--- src/rtl/axi4_lite_slave_regfile_if.sv ---
// AXI4-Lite bus bundle for the register-file slave.
// The slave modport is the register block and the master modport is the bus driver.
interface axi4_lite_slave_regfile_if #(
    parameter int ADDR_WIDTH = 5,
    parameter int DATA_WIDTH = 32
);
    localparam int STRB_WIDTH = DATA_WIDTH / 8;

    logic                    awvalid;
    logic                    awready;
    logic [ADDR_WIDTH-1:0]   awaddr;
    logic [2:0]              awprot;
    logic                    wvalid;
    logic                    wready;
    logic [DATA_WIDTH-1:0]   wdata;
    logic [STRB_WIDTH-1:0]   wstrb;
    logic                    bvalid;
    logic                    bready;
    logic [1:0]              bresp;
    logic                    arvalid;
    logic                    arready;
    logic [ADDR_WIDTH-1:0]   araddr;
    logic [2:0]              arprot;
    logic                    rvalid;
    logic                    rready;
    logic [DATA_WIDTH-1:0]   rdata;
    logic [1:0]              rresp;

    modport slave (
        input  awvalid, awaddr, awprot, wvalid, wdata, wstrb, bready,
               arvalid, araddr, arprot, rready,
        output awready, wready, bvalid, bresp, arready, rvalid, rdata, rresp
    );

    modport master (
        output awvalid, awaddr, awprot, wvalid, wdata, wstrb, bready,
               arvalid, araddr, arprot, rready,
        input  awready, wready, bvalid, bresp, arready, rvalid, rdata, rresp
    );
endinterface

--- src/rtl/axi4_lite_slave_regfile.sv ---
// Parametrised AXI4-Lite register file with byte strobes, a read path and SLVERR for
// out-of-range indices. The write and read channels run as independent FSMs.
module axi4_lite_slave_regfile #(
    parameter int ADDR_WIDTH = 5,
    parameter int DATA_WIDTH = 32,
    parameter int NUM_REGS   = 8
) (
    input  logic                     aclk,
    input  logic                     aresetn,
    axi4_lite_slave_regfile_if.slave s_axi
);
    localparam int STRB_WIDTH = DATA_WIDTH / 8;
    localparam int LSB        = $clog2(STRB_WIDTH);
    localparam int IDX_W      = ADDR_WIDTH - LSB;

    localparam logic [1:0] RESP_OKAY   = 2'b00;
    localparam logic [1:0] RESP_SLVERR = 2'b10;

    typedef enum logic [1:0] {W_IDLE, W_HAVE_A, W_HAVE_D, W_RESP} w_state_e;
    typedef enum logic       {R_IDLE, R_DATA} r_state_e;

    logic [DATA_WIDTH-1:0] r_regs [NUM_REGS];

    w_state_e              r_wstate;
    logic                  r_awready;
    logic                  r_wready;
    logic                  r_bvalid;
    logic [1:0]            r_bresp;
    logic [ADDR_WIDTH-1:0] r_aw_addr;
    logic [DATA_WIDTH-1:0] r_wdata;
    logic [STRB_WIDTH-1:0] r_wstrb;

    r_state_e              r_rstate;
    logic                  r_arready;
    logic                  r_rvalid;
    logic [DATA_WIDTH-1:0] r_rdata;
    logic [1:0]            r_rresp;

    logic                  w_aw_hs;
    logic                  w_w_hs;
    logic                  w_ar_hs;
    logic                  w_commit;
    logic [ADDR_WIDTH-1:0] w_cmt_addr;
    logic [DATA_WIDTH-1:0] w_cmt_data;
    logic [STRB_WIDTH-1:0] w_cmt_strb;
    logic [IDX_W-1:0]      w_cmt_idx;
    logic                  w_cmt_ok;
    logic [IDX_W-1:0]      w_ar_idx;
    logic                  w_ar_ok;
    logic [DATA_WIDTH-1:0] w_rd_data;
    logic                  w_unused;

    function automatic logic idx_in_range(input logic [IDX_W-1:0] idx);
        return 32'(idx) < 32'(NUM_REGS);
    endfunction

    assign w_aw_hs = s_axi.awvalid & r_awready;
    assign w_w_hs  = s_axi.wvalid  & r_wready;
    assign w_ar_hs = s_axi.arvalid & r_arready;

    // Readies are zero in W_RESP, so a commit can only come from the three collecting states.
    assign w_commit   = (w_aw_hs & w_w_hs)
                      | ((r_wstate == W_HAVE_A) & w_w_hs)
                      | ((r_wstate == W_HAVE_D) & w_aw_hs);
    assign w_cmt_addr = (r_wstate == W_HAVE_A) ? r_aw_addr : s_axi.awaddr;
    assign w_cmt_data = (r_wstate == W_HAVE_D) ? r_wdata   : s_axi.wdata;
    assign w_cmt_strb = (r_wstate == W_HAVE_D) ? r_wstrb   : s_axi.wstrb;
    assign w_cmt_idx  = w_cmt_addr[ADDR_WIDTH-1:LSB];
    assign w_cmt_ok   = idx_in_range(w_cmt_idx);

    assign w_ar_idx = s_axi.araddr[ADDR_WIDTH-1:LSB];
    assign w_ar_ok  = idx_in_range(w_ar_idx);

    // NOTE: give every always_comb output a default before any branch, otherwise a latch is inferred.
    always_comb begin
        w_rd_data = '0;
        for (int i = 0; i < NUM_REGS; i++) begin
            if (w_ar_idx == IDX_W'(i)) w_rd_data = r_regs[i];
        end
    end

    // NOTE: the register array is cleared by the async reset because its contents are architectural state.
    always_ff @(posedge aclk or negedge aresetn) begin
        if (!aresetn) begin
            for (int i = 0; i < NUM_REGS; i++) r_regs[i] <= '0;
        end else if (w_commit && w_cmt_ok) begin
            for (int i = 0; i < NUM_REGS; i++) begin
                for (int b = 0; b < STRB_WIDTH; b++) begin
                    if (w_cmt_idx == IDX_W'(i) && w_cmt_strb[b])
                        r_regs[i][8*b +: 8] <= w_cmt_data[8*b +: 8];
                end
            end
        end
    end

    // NOTE: sequential state uses non-blocking assignments so every flop samples pre-edge values.
    always_ff @(posedge aclk or negedge aresetn) begin
        if (!aresetn) begin
            r_wstate  <= W_IDLE;
            r_awready <= 1'b1;
            r_wready  <= 1'b1;
            r_bvalid  <= 1'b0;
            r_bresp   <= RESP_OKAY;
            r_aw_addr <= '0;
            r_wdata   <= '0;
            r_wstrb   <= '0;
        end else begin
            if (w_commit) begin
                r_wstate  <= W_RESP;
                r_awready <= 1'b0;
                r_wready  <= 1'b0;
                r_bvalid  <= 1'b1;
                r_bresp   <= w_cmt_ok ? RESP_OKAY : RESP_SLVERR;
            end else begin
                case (r_wstate)
                    W_IDLE: begin
                        if (w_aw_hs) begin
                            r_aw_addr <= s_axi.awaddr;
                            r_awready <= 1'b0;
                            r_wstate  <= W_HAVE_A;
                        end else if (w_w_hs) begin
                            r_wdata  <= s_axi.wdata;
                            r_wstrb  <= s_axi.wstrb;
                            r_wready <= 1'b0;
                            r_wstate <= W_HAVE_D;
                        end
                    end
                    W_RESP: begin
                        if (s_axi.bready) begin
                            r_bvalid  <= 1'b0;
                            r_awready <= 1'b1;
                            r_wready  <= 1'b1;
                            r_wstate  <= W_IDLE;
                        end
                    end
                    default: ;
                endcase
            end
        end
    end

    // A same-edge write to the read index is invisible here: r_regs still holds the pre-edge value.
    always_ff @(posedge aclk or negedge aresetn) begin
        if (!aresetn) begin
            r_rstate  <= R_IDLE;
            r_arready <= 1'b1;
            r_rvalid  <= 1'b0;
            r_rdata   <= '0;
            r_rresp   <= RESP_OKAY;
        end else begin
            case (r_rstate)
                R_IDLE: begin
                    if (w_ar_hs) begin
                        r_rdata   <= w_ar_ok ? w_rd_data : '0;
                        r_rresp   <= w_ar_ok ? RESP_OKAY : RESP_SLVERR;
                        r_rvalid  <= 1'b1;
                        r_arready <= 1'b0;
                        r_rstate  <= R_DATA;
                    end
                end
                R_DATA: begin
                    if (s_axi.rready) begin
                        r_rvalid  <= 1'b0;
                        r_arready <= 1'b1;
                        r_rstate  <= R_IDLE;
                    end
                end
                default: r_rstate <= R_IDLE;
            endcase
        end
    end

    assign s_axi.awready = r_awready;
    assign s_axi.wready  = r_wready;
    assign s_axi.bvalid  = r_bvalid;
    assign s_axi.bresp   = r_bresp;
    assign s_axi.arready = r_arready;
    assign s_axi.rvalid  = r_rvalid;
    assign s_axi.rdata   = r_rdata;
    assign s_axi.rresp   = r_rresp;

    // Protection bits and sub-word address bits carry no meaning for this block.
    assign w_unused = ^{s_axi.awprot, s_axi.arprot,
                        s_axi.awaddr[LSB-1:0], s_axi.araddr[LSB-1:0]};
endmodule
--- src/flat_wrapper.sv ---
// flat-port wrapper written by rule: the top's interface ports become plain ports
module axi4_lite_slave_regfile_flat 
#(
    parameter int ADDR_WIDTH = 5,
    parameter int DATA_WIDTH = 32,
    parameter int NUM_REGS   = 8
)
  (aclk, aresetn, s_axi_awvalid, s_axi_awaddr, s_axi_awprot, s_axi_wvalid, s_axi_wdata, s_axi_wstrb, s_axi_bready, s_axi_arvalid, s_axi_araddr, s_axi_arprot, s_axi_rready, s_axi_awready, s_axi_wready, s_axi_bvalid, s_axi_bresp, s_axi_arready, s_axi_rvalid, s_axi_rdata, s_axi_rresp);
  axi4_lite_slave_regfile_if #(.ADDR_WIDTH(ADDR_WIDTH), .DATA_WIDTH(DATA_WIDTH)) s_axi_i ();
  input  logic aclk;
  input  logic aresetn;
  input wire logic [$bits(s_axi_i.awvalid)-1:0] s_axi_awvalid;
  input wire logic [$bits(s_axi_i.awaddr)-1:0] s_axi_awaddr;
  input wire logic [$bits(s_axi_i.awprot)-1:0] s_axi_awprot;
  input wire logic [$bits(s_axi_i.wvalid)-1:0] s_axi_wvalid;
  input wire logic [$bits(s_axi_i.wdata)-1:0] s_axi_wdata;
  input wire logic [$bits(s_axi_i.wstrb)-1:0] s_axi_wstrb;
  input wire logic [$bits(s_axi_i.bready)-1:0] s_axi_bready;
  input wire logic [$bits(s_axi_i.arvalid)-1:0] s_axi_arvalid;
  input wire logic [$bits(s_axi_i.araddr)-1:0] s_axi_araddr;
  input wire logic [$bits(s_axi_i.arprot)-1:0] s_axi_arprot;
  input wire logic [$bits(s_axi_i.rready)-1:0] s_axi_rready;
  output wire logic [$bits(s_axi_i.awready)-1:0] s_axi_awready;
  output wire logic [$bits(s_axi_i.wready)-1:0] s_axi_wready;
  output wire logic [$bits(s_axi_i.bvalid)-1:0] s_axi_bvalid;
  output wire logic [$bits(s_axi_i.bresp)-1:0] s_axi_bresp;
  output wire logic [$bits(s_axi_i.arready)-1:0] s_axi_arready;
  output wire logic [$bits(s_axi_i.rvalid)-1:0] s_axi_rvalid;
  output wire logic [$bits(s_axi_i.rdata)-1:0] s_axi_rdata;
  output wire logic [$bits(s_axi_i.rresp)-1:0] s_axi_rresp;
  assign s_axi_i.awvalid = s_axi_awvalid;
  assign s_axi_i.awaddr = s_axi_awaddr;
  assign s_axi_i.awprot = s_axi_awprot;
  assign s_axi_i.wvalid = s_axi_wvalid;
  assign s_axi_i.wdata = s_axi_wdata;
  assign s_axi_i.wstrb = s_axi_wstrb;
  assign s_axi_i.bready = s_axi_bready;
  assign s_axi_i.arvalid = s_axi_arvalid;
  assign s_axi_i.araddr = s_axi_araddr;
  assign s_axi_i.arprot = s_axi_arprot;
  assign s_axi_i.rready = s_axi_rready;
  assign s_axi_awready = s_axi_i.awready;
  assign s_axi_wready = s_axi_i.wready;
  assign s_axi_bvalid = s_axi_i.bvalid;
  assign s_axi_bresp = s_axi_i.bresp;
  assign s_axi_arready = s_axi_i.arready;
  assign s_axi_rvalid = s_axi_i.rvalid;
  assign s_axi_rdata = s_axi_i.rdata;
  assign s_axi_rresp = s_axi_i.rresp;
  axi4_lite_slave_regfile #(.ADDR_WIDTH(ADDR_WIDTH), .DATA_WIDTH(DATA_WIDTH), .NUM_REGS(NUM_REGS)) u_core (.aclk(aclk), .aresetn(aresetn), .s_axi(s_axi_i));
endmodule
--- config.mk ---
export PLATFORM = sky130hd
export DESIGN_NAME = axi4_lite_slave_regfile_flat
export DESIGN_NICKNAME = d
export VERILOG_FILES = /design/src/rtl/axi4_lite_slave_regfile_if.sv /design/src/rtl/axi4_lite_slave_regfile.sv /design/src/flat_wrapper.sv
export SDC_FILE = /design/constraint.sdc
export NUM_CORES = 1
export LEC_CHECK = 0
export BUFFER_PORTS_ARGS = -buffer_cell sky130_fd_sc_hd__buf_2
export CAP_MARGIN = 30
export CORE_MARGIN = 1.5
export CORE_UTILIZATION = 60
export DETAILED_ROUTE_END_ITERATION = 8
export PLACE_DENSITY = 0.79
export SKIP_CTS_REPAIR_TIMING = 1
export SYNTH_ARGS = -nofsm -noshare
export SYNTH_HDL_FRONTEND = slang
export SYNTH_SLANG_ARGS = --single-unit
--- constraint.sdc ---
create_clock -name aclk -period 4.2 [get_ports aclk]
set_input_delay 0.84 -clock aclk [delete_from_list [all_inputs] [get_ports aclk]]
set_output_delay 0.84 -clock aclk [all_outputs]
set_load 0.02 [all_outputs]
# After elaboration in Yosys (flattened, before gate mapping)
# Cells that the tools add are included.
dict set report totals {
  regBits 337
  out_inout_bits 41
  word_cells 192
}
dict set report op_classes {
  eq_ne 24
  muxes 36
  bitwise 11
  reduce_logical 78
}
# cell count
set ops {}
lappend ops {{$mux W32} 9}
lappend ops {{$reduce_and A2 Y1} 35}
lappend ops {{$logic_and A1 B1 Y1} 32}
lappend ops {{$eq A3 B3 Y1 const B} 8}
lappend ops {{$mux W1} 15}
lappend ops {{$eq A3 B2 Y1 const B} 4}
lappend ops {{$pmux W1 S2} 5}
lappend ops {{$reduce_and A3 Y1} 3}
lappend ops {{$mux W2} 4}
lappend ops {{$reduce_and A4 Y1} 2}
lappend ops {{$and A1 B1 Y1} 6}
lappend ops {{$eq A3 B1 Y1 const B} 2}
lappend ops {{$logic_not A3 Y1} 2}
lappend ops {{$ne A3 B1 Y1 const B} 2}
lappend ops {{$mux W5} 1}
lappend ops {{$eq A2 B2 Y1 const B} 2}
lappend ops {{$mux W4} 1}
lappend ops {{$ne A4 B1 Y1 const B} 1}
lappend ops {{$pmux W2 S2} 1}
lappend ops {{$reduce_bool A2 Y1} 2}
lappend ops {{$ne A3 B2 Y1 const B} 1}
lappend ops {{$ne A3 B3 Y1 const B} 1}
lappend ops {{$not A1 Y1} 3}
lappend ops {{$reduce_bool A3 Y1} 1}
lappend ops {{5 further kinds} 6}

# Logic depth before layout (Yosys ltp)
# Gate-level depths: netlist (run 1).
dict set report logic_depth {
  ltp_word 9
  depth_mapped 9
  ltp_nobuf 7
}

# Worst setup path after synthesis (run 1)
# OpenSTA, ideal clock, no wires.
dict set report synth_timing {
  kind {input -> register}
  startpoint {input port s_axi_araddr[4]}
  endpoint {register u_core.r_rdata[13], in the netlist u_core.s_axi.rdata[13]}
  arrival_time_ns 2.048
  t_required_ns 4.063
  setup_slack_ns 2.015
  stages 6
  path_buffers 3
  path_cell_list {buf_2 -> buf_2 -> buf_1 -> mux4_2 -> mux2i_1 -> a21oi_1}
}
dict set report synth_between {
  elab_chain_cells 9
}
# item line
set synth_rtl {}
lappend synth_rtl {{start, declared} flat_wrapper.sv:20} ;# input wire logic [$bits(s_axi_i.araddr)-1:0] s_axi_araddr;
lappend synth_rtl {{$logic_not A3 Y1} axi4_lite_slave_regfile.sv:78} ;# if (w_ar_idx == IDX_W'(i)) w_rd_data = r_regs[i];
lappend synth_rtl {{$mux W32 (7 in series)} axi4_lite_slave_regfile.sv:78}
lappend synth_rtl {{$mux W32 (*)} axi4_lite_slave_regfile.sv:78}
lappend synth_rtl {{end signal, assigned} axi4_lite_slave_regfile.sv:154} ;# r_rdata <= w_ar_ok ? w_rd_data : '0;
lappend synth_rtl {{end, declared} axi4_lite_slave_regfile.sv:36} ;# logic [DATA_WIDTH-1:0] r_rdata;
# Every way passes the cells marked *; elsewhere a longest branch is shown, timed or not.
# A chain may end at the register's enable or synchronous reset.

# Worst setup path in the final report (run 1)
dict set report layout_timing {
  startpoint {register u_core.r_wstate[0]}
  endpoint {register u_core.r_regs[11] (netlist name)}
}
dict set report layout_between {
  elab_chain_cells 5
}
# item line
set layout_rtl {}
lappend layout_rtl {{start, declared} axi4_lite_slave_regfile.sv:24} ;# w_state_e r_wstate;
lappend layout_rtl {{start signal, assigned} axi4_lite_slave_regfile.sv:99} ;# r_wstate <= W_IDLE;
lappend layout_rtl {{start signal, assigned} axi4_lite_slave_regfile.sv:109} ;# r_wstate <= W_RESP;
lappend layout_rtl {{start signal, assigned} axi4_lite_slave_regfile.sv:120} ;# r_wstate <= W_HAVE_A;
lappend layout_rtl {{$eq A2 B1 Y1} {axi4_lite_slave_regfile.sv:63, axi4_lite_slave_regfile.sv:65}}
lappend layout_rtl {{$mux W5 or $and A1 B1 Y1 (tied branches)} {axi4_lite_slave_regfile.sv:65, axi4_lite_slave_regfile.sv:63}}
lappend layout_rtl {{$eq A3 B3 Y1 or $or A1 B1 Y1 (tied branches)} {axi4_lite_slave_regfile.sv:89, axi4_lite_slave_regfile.sv:63}}
lappend layout_rtl {{$logic_and A1 B1 Y1 or $or A1 B1 Y1 (tied branches)} {axi4_lite_slave_regfile.sv:89, axi4_lite_slave_regfile.sv:64}}
lappend layout_rtl {{$reduce_and A2 Y1 (no source line)} n/a}
lappend layout_rtl {{end signal, assigned by index} axi4_lite_slave_regfile.sv:90} ;# r_regs[i][8*b +: 8] <= w_cmt_data[8*b +: 8];
lappend layout_rtl {{end, declared} axi4_lite_slave_regfile.sv:22} ;# logic [DATA_WIDTH-1:0] r_regs [NUM_REGS];
# Several ways; a longest one is shown, not always the timed one.

==> flow_results.org, run 1 <==
** Critical path
- In this run the worst path has a maximum fanout of 19.
- In this run the critical register-to-register path is launched from u_core.r_wstate[0].
- Critical-path cell with the highest stage delay :: ha_2
- Cell class contributing the biggest share of worst-path delay :: simple AND/OR/NAND/NOR gates
- The worst setup path is launched from a flop.
- Traced cell by cell, the critical path runs through inv_1 -> ha_2 -> a21oi_1 -> o21ai_4 -> and2_1 -> nand2_4 -> mux2_1.
- Delay of the slowest critical-path stage :: 560 ps
- Kind of end point of the critical path :: flop
- FF-to-FF setup slack :: 1300 ps
- Worst reg-to-reg path cell count :: 7
- Critical Setup Path Class :: flop to flop
- Together, buffers and inverters on the worst path number 1.
- At the worst endpoint, the required time is 4580 ps.
- RR Endpoint :: u_core.r_regs[11]
- Data on the critical path arrives at its endpoint at 3280 ps.

** Global route
- Vias in the first global route :: 10010
- The first global-routing pass estimated 54.31 mm of wire.
- Entering global routing, the biggest net connects 95 pins.
- The number of antenna violations at the first check in global routing was 0.
- Global route overflow :: 0
- Total routing resource utilization after global routing :: 0.2636

** STA
- The count of endpoints failing hold in the final timing report came to 0.
- RSZ-0062 raised after global routing :: no
- Number of failing setup endpoints in the final timing report :: 0
- Derived from the worst setup path, the maximum achievable clock frequency is 344.7 MHz.
- Clock skew on the completed layout was measured at 13.02 ps.
- Max Slew Vio Count :: 0
- At the pin with the least slew margin, the transition time is roughly 930 ps.
- Dividing the final minimum period by the clock period gives 0.6907.
- Tightest hold margin :: 348.2 ps
- Shortest clock period the worst path allows after layout :: 2901 ps
- Sum of negative setup slack :: 0 ps
- Rel. slew slack :: 0.3768

** Pwr
- Maximum ir drop on the vdd rail :: 0.3909 mV
- P_leak :: around 9 nW
- PnR Total Power :: 0.007359 W
- Power spread over the standard cell area amounts to 425.6 nW/um^2.

** Route
- Post-detailed-route DRC marker count :: 0
- Final wirelength :: 33.58 mm
- In the final routed layout, each cell accounts on average for about 22 um.
- Via-per-instance ratio :: roughly 6.1
- Before antenna repair, the detailed router went through 5 iterations.
- Routed vias :: 9431
- In this run the remaining antenna-violating nets after routing total 0.
- Initial DRC count :: 626

** Logic synthesis
- Among all flip-flop cells after synthesis, the most frequent one is dfrtp_1.
- For this run, the register share of the synthesized area comes to 0.5426.
- In this run, synthesis produced a sequential element count of 335.
- Number of library cell types mapped by synthesis :: 46
- After synthesis, the cell types taking the most area are dfrtp_1, mux2_1, mux2_2, mux4_2, mux2i_1.
- The synthesized design contains 0 enable-type register cells.
- Cell area after synthesis :: roughly 15000 um^2
- Fraction of synthesized cell area taken by the top area cell type :: 0.5375
- Post-synthesis instance total :: between 1000 and 1500
- Async SR Flop Fraction :: 1.000
- Number of warnings printed during yosys synthesis :: 0
- Per-instance average area after synthesis :: 13.96 um^2
- The biggest area contributor in the post-synthesis netlist is dfrtp_1.

** Die
- Number of top-level design ports :: 100
- Die area :: about 27000 um^2
- Die boundary height :: 163.5 um
- After floorplanning, the core was divided into 58 placement rows.
- Effective utilization at floorplan :: 0.6121
- Std-Cell Core Area :: 25250 um^2
- DIE WIDTH :: roughly 160 um

** Placement
- After legalization and detailed placement, the total HPWL measured 20.99 mm.
- After detailed placement, the design holds a cell count of 1487.
- During placement, the flow inserted port buffers numbering 85.
- Final RePlAce weighted congestion :: between 0.7 and 0.8

** Clocking
- Buffer depth of the longest clock path :: 3
- The number of clock buffers added by TritonCTS is 36.
- After clock tree synthesis, the clock-pin slew on the worst setup and hold paths is around 60 ps.
- For the worst-skew pair, the clock arrives at the later sink with an insertion delay of 510 ps.
- The clock net in this run drives a total of between 300 and 400 sinks.
- In this run the number of H-tree levels came out at 2.
- CTS Root Buffer Type :: clkbuf_16
- TritonCTS built the clock tree.

** Layout
- The repair_antennas step left the layout with diodes totalling 0.
- From synthesis to final layout, the design area changed by 11.87%.
- Leaving out fill and tap cells, the most frequent cells in the layout are dfrtp_1, mux2_1, mux2_2.
- Most common library cell in the layout ignoring fill and taps :: dfrtp_1
- After the flow finishes, the layout carries non-filler instances totaling 1548.
- Fraction of final layout cells with drive strength greater than 1 :: 0.2906
- In the final design database the tool counted 1258 nets.

** Job
- The tool flagged a number of max-cap violations equal to 0.

** Min path
- The worst hold path belongs to the class primary input to asynchronous set/reset pin.

** Run status
- The run finished with clean final reports.
worst max-delay path by stage:
stage                       startpoint                      to  slack, ps  depth (start not counted)
floorplan              s_axi_araddr[4]  u_core.s_axi.rdata[13]       2010                          6
global placement       s_axi_araddr[4]  u_core.s_axi.rdata[25]       1240                          6
detailed placement     s_axi_araddr[4]  u_core.s_axi.rdata[31]       1200                          6
CTS                 u_core.r_wstate[0]       u_core.r_regs[11]       1240                          7
global route        u_core.r_wstate[0]        u_core.r_regs[9]       1090                          7
finish              u_core.r_wstate[0]       u_core.r_regs[11]       1300                          7
per-stage QoR:
stage	utilization	setup WS, ps	area, um^2
finish	0.6847	1299	17290
global route	0.6847	1090	17290
CTS	0.6847	1235	17290
detailed placement	0.6419	1200	16210
global placement	0.6419	1242	16210
floorplan	-	2015	15470
report_power, final:
| part | total (W) | leakage (nW) | switching, W | internal [W] |
|---|---|---|---|---|
| logic | 0.000902 | 3.86 | 0.000594 | 0.000308 |
| registers | 0.00352 | 4.62 | 0.000117 | 0.00340 |
| clock network | 0.00294 | 0.517 | 0.00123 | 0.00171 |
cells by family after synthesis:
family | Yosys count | synth area share
AOI/OAI and AO/OA | 156 | 0.06249
buffers and inverters | 75 | 0.02291
and+or+nand+nor | 132 | 0.05917
adders and majority gates | 4 | 0.003238
muxes | 404 | 0.3094
other | 1 | 0.0002426
DFF | 335 | 0.5426
worst reg2reg max path: stages, from the launching register on:
cell and delay [ps]:
dfrtp_1 410, inv_1 100, ha_2 560, a21oi_1 170
o21ai_4 360, and2_1 550, nand2_4 250, mux2_1 380
cell usage after synthesis, drive strengths merged, types with 2 or more instances:
master / instances
a221o: 7
nand3: 4
dfrtp: 332
nand2: 62
ha: 4
o22ai: 16
and2: 5
a32oi: 2
o21ai: 56
a21oi: 44
mux2: 340
nor2: 18
nand2b: 4
inv: 21
buf: 34
mux2i: 39
nor3: 16
o2bb2ai: 7
clkbuf: 20
o221ai: 9
mux4: 25
nor2b: 4
dfstp: 3
nand3b: 8
o21bai: 7
nand4b: 8
flip-flops by register name (all words and copies together), names as in the netlist:
register	flops
u_core.r_regs	256
u_core.r_wdata	32
u_core.s_axi.rdata	32
u_core.r_wstrb	4
u_core.r_aw_addr	3
u_core.r_wstate	2
u_core.r_rstate	1
u_core.s_axi.arready	1
u_core.s_axi.awready	1
u_core.s_axi.bvalid	1
u_core.s_axi.rvalid	1
u_core.s_axi.wready	1
area by class of cell:
| cell class | count | area (um^2) |
|---|---|---|
| tap | 330 | 412.9 |
| timing repair buffer | 101 | 598.1 |
| sequential | 335 | 8387 |
| fill | 1803 | 7963 |
| clock inverter | 5 | 32.53 |
| clock buffer | 56 | 1047 |
| multi-input combinational | 700 | 6735 |
| inverter | 21 | 78.83 |
metal layers:
metal  part of all wire  track usage
met1               0.43       0.3539
met2               0.50       0.4430
met3              0.041      0.03707
met4              0.028      0.08843
met5                  0            0
Power figures use the tool's default switching activity.
==> run 2: changes to the inputs <==
- ABC_AREA: default -> 1
- CORE_UTILIZATION: 60 -> 55
- PLACE_DENSITY: 0.79 -> 0.76
- clock period: 4.2 -> 2.65 ns (I/O delays scaled with it)
==> flow_results.org, run 2 <==
** Run status
- The flow ran to the end, and the final reports show no timing, DRC or antenna violations.

** STA
- Final critical-path share of the clock period :: 0.9246 (+0.2339)
- Smallest setup slack after layout :: 199.8 ps (-1099 ps)
- Endpoints failing hold :: 0 (unchanged)
- The number of endpoints failing setup at the final stage was 0 (unchanged).
- The fmax is 408.1 MHz (+18%).
- Rel. slew slack :: 0.4005 (+0.02373)
- Max Slew Vio Count :: 0 (unchanged)
- The setup total negative slack was 0 ps (unchanged).
- RSZ-0062 raised after global routing :: no
- The post-route clock skew came to 21.33 ps (+8.318 ps).
- The post-route minimum period came to 2450 ps (-450.8 ps).
- Transition time at the pin with the least slew margin :: 893.2 ps (-41.60 ps)

** Critical path
- Signal arrival time at the worst endpoint :: 2820 ps (-460 ps)
- In this run the critical register-to-register path is captured at u_core.r_regs[99].
- Chain of cells forming the critical path :: inv_1 -> ha_1 -> inv_2 -> or2_0 -> o21ai_0 -> nand2_1 -> nor2_2 -> nand2_1 -> buf_4 -> nand2_1 -> o21ai_0
- Capturing element of the worst setup path :: u_core.r_regs[99]
- The largest incremental delay on the critical path was 420 ps (-140 ps).
- Cell class contributing the biggest share of worst-path delay :: simple AND/OR/NAND/NOR gates
- Crit-path max FO :: 16 (-3)
- Worst reg-to-reg path cell count :: 11 (+4)
- The register-to-register setup slack came to 200 ps (-1100 ps).
- Bufs and invs on worst path :: 3 (+2)
- Critical path depth in cells :: 11 (+4)
- STA classifies the critical path startpoint as a flop.
- Critical R2R Launch :: u_core.r_wstate[1]
- The slowest stage of the critical path is the dfrtp_1 cell.
- The required time of the worst setup path came to 3020 ps (-1560 ps).
- In this run the worst setup path begins at u_core.r_wstate[1].
- Critical Setup Path Class :: flop to flop
- Most frequent cell on the critical path :: nand2_1
- The worst setup path is captured at a flop.

** Logic synthesis
- Fraction of synthesized cell area taken by the top area cell type :: 0.5520 (+0.01448)
- Post-synthesis instance total :: 1776 (+60%)
- The number of synthesized register bits was 335 (unchanged).
- The number of unique standard cell types used by synthesis came to 29 (-37%).
- Most numerous cell types in the synthesized netlist :: nand2_1, dfrtp_1, o21ai_0
- The number of warnings printed during yosys synthesis is 0 (unchanged).
- Count of flip-flops with a built-in enable after synthesis :: 0 (unchanged)
- nand2_1 is the most common cell in the netlist.
- Async SR Flop Fraction :: 1.000 (unchanged)
- Ranking of synthesized cells by area :: dfrtp_1, nand2_1, o21ai_0, o21ai_1, nand4_1
- Cell area after synthesis :: 15050 um^2 (-2.6%)
- Yosys top cell by area :: dfrtp_1
- The synthesized area per cell was 8.475 um^2 (-39%).
- For this run, the leading register cell type out of synthesis is dfrtp_1.
- The sequential cell area fraction in the yosys report is 0.5572 (+0.01461).

** Global route
- Vias in the first global route :: 11970 (+20%)
- The global router's overall resource usage came to 0.2726 (+0.009092).
- The pin count of the biggest net entering global routing was 76 (-20%).
- The global-route wire length before repair is 61.85 mm (+14%).
- Number of antenna violations at the first check in global routing :: 0 (unchanged)
- Global route overflow :: 0 (unchanged)

** Die
- The height of the chip was 168.4 um (+3.0%).
- Die area :: 28370 um^2 (+6.1%)
- The number of rows in the core area was 60 (+3.4%).
- Std-Cell Core Area :: 26880 um^2 (+6.4%)
- The count of boundary I/O pins came to 100 (unchanged).
- The floorplan die width was 168.4 um (+3.0%).
- The initial core utilization was 0.5601 (-0.05201).

** Layout
- Area taken by multi-input logic gates :: 5669 um^2 (-16%)
- The net count reported at finish was 1916 (+52%).
- Ranked by flip-flop count, first place goes to u_core.r_regs.
- Antenna cell count :: 0 (unchanged)
- The post-layout instance area is 17020 um^2 (-1.6%).
- Most common library cell in the layout ignoring fill and taps :: nand2_1
- Post-route core utilization :: 0.6332 (-0.05151)
- Fraction of final layout cells with drive strength greater than 1 :: 0.1327 (-0.1580)
- Relative to the synthesized area, the layout overhead comes to 13.06%.
- The number of filler instances in the final layout came to 2267 (+26%).
- The area of all sequential standard cells was 8387 um^2 (unchanged).
- Finished Layout Cells :: 2218 (+43%)
- The flip-flop count of the largest register after layout is 256 (unchanged).
- In the layout the commonest cells are nand2_1, dfrtp_1, o21ai_0.

** Pwr
- P_leak :: 8.126 nW (-9.7%)
- The worst ir drop on vdd was 0.5015 mV (+28%).
- The power density of the placed cells came to 699.4 nW/um^2 (+64%).

** Placement
- Post-detailed-placement cell area :: 15790 um^2 (-2.6%)
- The placer's final routability congestion estimate is 0.8451 (+8.6%).
- The placed wire-length estimate after detailed placement was 24.48 mm (+17%).
- The number of input and output port buffers inserted was 85 (unchanged).
- Post-Place Setup Slack :: 199.8 ps (-1000 ps)
- The number of instances in the placed design was 2155 (+45%).

** Route
- Post-detailed-route DRC marker count :: 0 (unchanged)
- Initial DRC count :: 1056 (+69%)
- The routed via count divided by cell count was 5.652 (-7.2%).
- The number of detailed-route iterations in the first pass came to 5 (unchanged).
- The post-detailed-route wirelength per cell was 16.91 um (-22%).
- Remaining antenna violation count after routing :: 0 (unchanged)
- The sum of routed wire length over all layers was 37.51 mm (+12%).
- The via count is 12540 (+33%).

** Clocking
- The total clock buffers created by CTS was 36 (unchanged).
- The number of H-tree levels is 2 (unchanged).
- TritonCTS built the clock tree.
- The latest clock arrival within the worst-skew pair is 510 ps (about the same).
- The clock net sink count was 335 (unchanged).
- The CTS clock-pin slew for the worst setup and hold paths came to 60 ps (about the same).
- Buffer depth of the longest clock path :: 3 (unchanged)
- CTS Root Buffer Type :: clkbuf_16

** Min path
- Type of the most critical hold path :: primary input to flop

** Job
- The total of max-cap violations was 0 (unchanged).
-- run 2: how the worst min path moves through the flow --
stage,start,endpoint,slack [ps],cells past startpoint
6_report,s_axi_rready,u_core.r_rstate,230,2
5_1_grt,s_axi_rready,u_core.r_rstate,260,2
4_1_cts,aresetn,u_core.s_axi.rdata[28],-70,1
3_5_place_dp,u_core.r_aw_addr[4],u_core.r_aw_addr[4],450,2
3_3_place_gp,u_core.r_aw_addr[3],u_core.r_aw_addr[3],450,2
2_1_floorplan,aresetn,u_core.r_aw_addr[2],230,0
-- run 2: routing by layer --
| metal | global-route usage | vias to the layer above | wire (um) |
|---|---|---|---|
| met4 | 0.08036 | 0 | 879 |
| met1 | 0.3891 | 6026 | 16860 |
| li1 | - | 5975 | - |
| met3 | 0.05454 | 68 | 2729 |
| met2 | 0.4252 | 467 | 17030 |
| met5 | 0 | - | 0 |
-- run 2: layout make-up --
cell class | instances | share of cell area
sequential | 335 | 0.4928
multi-input combinational | 1231 | 0.3331
clock buffer | 53 | 0.06382
timing repair buffer | 130 | 0.05147
inverter | 119 | 0.02625
tap | 341 | 0.02507
clock inverter | 9 | 0.007426
-- run 2: through the flow --
stage / power, W / hold WS (ps)
final: 0.01190 / 230.1
after global routing: 0.01235 / 258.2
after CTS: 0.01196 / -67.44
after detailed placement: 0.006877 / 450.7
after global placement: 0.006842 / 449.5
after floorplan: 0.006300 / 234.4
-- run 2: report_power, final --
group | internal [W] | total (W) | switching, W
sequential | 0.00533 | 0.00543 | 0.000104
clock | 0.00312 | 0.00512 | 0.00199
combinational | 0.000383 | 0.00135 | 0.000966
-- run 2: cell families after synthesis --
family          synth area share
simple gates              0.2298
compound gates            0.1411
other cells            0.0002491
buf+inv                  0.06833
flops                     0.5572
fa+ha+maj               0.003325
-- run 2: worst register-to-register path, stage by stage, from the launching register on --
cell	delay, ps
dfrtp_1	420
inv_1	90
ha_1	330
inv_2	70
or2_0	190
o21ai_0	150
nand2_1	180
nor2_2	400
nand2_1	110
buf_4	220
nand2_1	80
o21ai_0	80
